$ cat config.mk
export PLATFORM = sky130hd
export DESIGN_NAME = intlatch
export DESIGN_NICKNAME = d
export VERILOG_FILES = /design/src/rtl/intlatch.sv
export SDC_FILE = /design/constraint.sdc
export NUM_CORES = 1
export LEC_CHECK = 0
export ABC_CLOCK_PERIOD_IN_PS = 1500
export CORE_AREA = 5 5 43 54
export DETAILED_ROUTE_END_ITERATION = 8
export DIE_AREA = 0 0 48 59
export PLACE_DENSITY = 0.78
export SLEW_MARGIN = 20
export SYNTH_ARGS = -nofsm -noshare
export SYNTH_HDL_FRONTEND = slang
export SYNTH_SLANG_ARGS = --single-unit
export TNS_END_PERCENT = 30
$ cat constraint.sdc
create_clock -name sys_clk -period 1.5 [get_ports sys_clk]
set_clock_uncertainty 0.05 [all_clocks]
set_input_delay 0.3 -clock sys_clk [delete_from_list [all_inputs] [get_ports sys_clk]]
set_output_delay 0.3 -clock sys_clk [all_outputs]
set_load 0.05 [all_outputs]
$ cat src/rtl/intlatch.sv
// intlatch: rising-edge interrupt capture with enable mask,
// sticky pending bits, write-to-clear and registered active-low IRQ.
module intlatch #(
  parameter int NSRC = 5
) (
  input  logic            sys_clk,
  input  logic            resetl,
  input  logic [NSRC-1:0] src,
  input  logic            wr,
  input  logic [15:0]     din,
  output logic [15:0]     dout,
  output logic            intl
);

  logic [NSRC-1:0] prev_q;
  logic [NSRC-1:0] en_q, en_d;
  logic [NSRC-1:0] pend_q, pend_d;
  logic            intl_q, intl_d;

  logic [NSRC-1:0] rise;
  logic [NSRC-1:0] clr;
  logic            unused_din;

  // Only the mask and clear fields of din are decoded.
  assign unused_din = ^din;

  assign rise = src & ~prev_q;
  assign clr  = wr ? din[8 +: NSRC] : '0;

  // Next-state: edges latch against the old mask; set beats clear.
  always_comb begin
    en_d   = en_q;
    pend_d = pend_q & ~clr;
    pend_d = pend_d | (rise & en_q);
    intl_d = ~|(pend_q & en_q);
    if (wr) begin
      en_d = din[NSRC-1:0];
    end
  end

  // Previous-sample register; ones at reset hide already-high sources.
  always_ff @(posedge sys_clk or negedge resetl) begin
    if (!resetl) begin
      prev_q <= '1;
    end else begin
      prev_q <= src;
    end
  end

  // Mask, pending and request registers.
  always_ff @(posedge sys_clk or negedge resetl) begin
    if (!resetl) begin
      en_q   <= '0;
      pend_q <= '0;
      intl_q <= 1'b1;
    end else begin
      en_q   <= en_d;
      pend_q <= pend_d;
      intl_q <= intl_d;
    end
  end

  // Readback: pending in the low byte, enable in the high byte.
  always_comb begin
    dout              = '0;
    dout[NSRC-1:0]    = pend_q;
    dout[8 +: NSRC]   = en_q;
  end

  assign intl = intl_q;

endmodule

==> flow_summary_export.csv <==
group,metric,value,unit
worst_setup_path,worstPathCellList,"buf_12",
timing,final-hold-violation-count,0,
floorplan,die_area,2830,sq um
pwr,max-vdd-ir-drop,0.000627,V
status,status,"complete, no violations",
global_route,grt_first_pass_wirelength,2050,microns
run,cap_violations,0,
floorplan,core_region_area,1740,sq um
pwr,combinationalPowerShare,36.3,%
floorplan,initial_utilization,35.8,%
global_route,grt_antenna_before_repair,0,
worst_setup_path,worst-endpoint-arrival,0.96,ns
synth,syn_inst,48,
clock_network,clock_tree_from_tritoncts,"yes",
clock_network,clock_latency,0.27,ns
worst_setup_path,r2r-start,"en_q[0]",
worst_setup_path,path_class,"reg -> out",
detailed_routing,drt_iter0_markers,2,
detailed_routing,postRouteAntennaNets,0,
worst_setup_path,worst_setup_path_start_kind,"register",
finish,syn2layout_area_growth,70.7,%
synth,ys.warnings.count,0,
floorplan,die_width,48,microns
worst_setup_path,rrSetupSlack,0.41,ns
synth,synth_area,624,sq um
clock_network,number_of_buffers_created_by_cts,3,
pwr,switchingPower,417,uW
pwr,clock_power_share,21.3,%
timing,report.final.slew_viol_count,0,
worst_setup_path,timing.critical_path.max_delay_family,"flip-flops",
synth,register_area_share_after_synthesis,65.3,%
synth,synthesis.area_per_instance,13.0,sq um
worst_setup_path,crit_buf_inv,1,
clock_network,max-clock-path-buffers,2,
worst_setup_path,regToRegEndpoint,"intl",
clock_network,post_cts.repair.setup_buffers,0,
timing,rsz_0062_raised_after_global_routing,"false",
pwr,p_total,1.29,mW
detailed_routing,totalWireLength,1290,microns
placed_design,gpl.final_weighted_congestion,0.642,
worst_setup_path,cp.depth,1,
pwr,internal_power,869,uW
worst_setup_path,critPathLaunch,"intl",
timing,final.period_utilization,87.5,%
pwr,power_per_cell_area,1210,nW/um^2
min_path,worst_hold_path_type,"in -> async",
clock_network,cts_root_buf,"sky130_fd_sc_hd__clkbuf_4",
worst_setup_path,path_max_fanout,1,
clock_network,cts-hold-fix-buffers,0,
pwr,sw_frac_of_total,32.4,%
global_route,grt.overflow.total,0,
detailed_routing,post_drt_via_cell_ratio,4.58,
worst_setup_path,crit_path_end,"intl",
detailed_routing,dr.pass1.iters,4,
worst_setup_path,timing.critical_path.required,1.15,ns
floorplan,fp-row-count,17,
worst_setup_path,endpoint_kind,"output port",
timing,fmaxAchievable,762,MHz
timing,final-setup-viol-count,0,
timing,totalNegativeSetupSlack,0,ns
worst_setup_path,cpPeakStageDelay,0.55,ns
detailed_routing,route.vias.total,458,
finish,antenna-diode-count,0,
detailed_routing,detail_route.drc_violations,0,
synth,synth_seq_cells,16,
finish,net_count_reported_at_finish,106,
global_route,grt.total_usage,9.92,%
timing,period_minus_slack,1.31,ns
worst_setup_path,r2r.worst_path.cells,2,
clock_network,cts_resized,0,
pwr,pwr-share-seq,42.4,%
worst_setup_path,timing.critical_path.slowest_stage_cell,"sky130_fd_sc_hd__dfstp_2",
clock_network,numClockSinks,16,
floorplan,pin_count,41,
global_route,pin_count_of_the_biggest_net_entering_global_routing,17,
floorplan,floorplan.die.height,59,microns
clock_network,htree_num_levels,1,
placed_design,portBuffers,28,
pwr,p_leak,0.470,nW
detailed_routing,avgRoutedWirePerCell,12.9,microns
finish,layout-drive-gt1-share,35.8,%
global_route,grt_pass1_vias,496,
placed_design,detailed_place_hpwl,1070,microns
clock_network,clkTransAtPathRegs,0.09,ns
synth,yosys.cell_types.count,12,
==> cells by family (layout without fill, tap and decap cells) <==
kind of cell    after synthesis  count (layout)  share of synthesized area (%)
flops                        16              16                           65.3
buf+inv                       8              36                           8.62
mux                           5               5                           9.02
compound gates                6               6                           8.82
other cells                   1               6                          0.601
simple gates                 12              12                           7.62
==> synth_stat cells <==
library cell                number  share of area, %
sky130_fd_sc_hd__a222oi_1        1               1.6
sky130_fd_sc_hd__buf_4           6               7.2
sky130_fd_sc_hd__buf_2           1              0.80
sky130_fd_sc_hd__nand2_1        11               6.6
sky130_fd_sc_hd__dfrtp_1        10                40
sky130_fd_sc_hd__dfstp_2         6                25
sky130_fd_sc_hd__mux2_2          5               9.0
sky130_fd_sc_hd__a32o_1          1               1.6
sky130_fd_sc_hd__conb_1          1              0.60
sky130_fd_sc_hd__o2bb2ai_1       4               5.6
sky130_fd_sc_hd__inv_1           1              0.60
sky130_fd_sc_hd__and3_1          1               1.0
==> cell type report <==
type	count	area (sq um)
Sequential cell	16	408
Timing Repair Buffer	31	413
Inverter	1	3.75
Multi-Input combinational cell	29	181
Clock buffer	4	36.3
Fill cell	140	678
Tap cell	19	23.8
==> flip-flops by register name, summed over array words and instances (netlist names) <==
register and flops:
en_q 5, intl 1, pend_q 5, prev_q 5
==> through the flow <==
| stage | instance area [sq um] | hold WS (ns) | setup WS (ns) | utilization, % | cells |
|---|---|---|---|---|---|
| 2_1_floorplan | 643 | -0.0456 | 0.287 | - | 53 |
| 3_3_place_gp | 1030 | 0.426 | 0.0659 | 59.0 | 96 |
| 3_5_place_dp | 1030 | 0.444 | 0.0599 | 59.0 | 96 |
| 4_1_cts | 1070 | 0.283 | 0.176 | 61.1 | 100 |
| 5_1_grt | 1070 | 0.290 | 0.152 | 61.1 | 100 |
| 6_report | 1070 | 0.283 | 0.188 | 61.1 | 100 |
==> worst min-delay path by stage <==
stage               from   endpoint  slack [ns]  cells past startpoint
6_report          resetl  pend_q[1]        0.28                      2
5_1_grt           resetl    en_q[0]        0.29                      2
4_1_cts           resetl    en_q[0]        0.28                      2
3_5_place_dp   prev_q[1]  pend_q[1]        0.44                      1
3_3_place_gp   prev_q[1]  pend_q[1]        0.43                      1
2_1_floorplan     resetl    en_q[0]       -0.05                      0
==> metal layers <==
metal	up-vias	wire, microns	global-route usage (%)
li1	219	-	-
met4	0	0	3.46
met1	218	493	12.7
met5	-	0	0
met2	21	636	15.7
met3	0	159	2.74
==> power by group through the flow <==
stage / logic, mW / registers (mW) / clock network [mW]
after floorplan: 0.0959 / 0.673 / 0
after global placement: 0.466 / 0.552 / 0
after detailed placement: 0.471 / 0.555 / 0
after CTS: 0.472 / 0.547 / 0.286
after global routing: 0.485 / 0.554 / 0.309
final: 0.467 / 0.546 / 0.274
==> layout by cell type, fill, tap and decap left out, drive strengths merged, types with 4 or more instances in the layout <==
cell | synthesis | final
dfstp | 6 | 6
clkdlybuf4s50 | 0 | 17
mux2 | 5 | 5
buf | 7 | 14
nand2 | 11 | 11
conb | 1 | 6
dfrtp | 10 | 10
o2bb2ai | 4 | 4
clkbuf | 0 | 4
No activity file was read; power rests on OpenSTA's default activity.
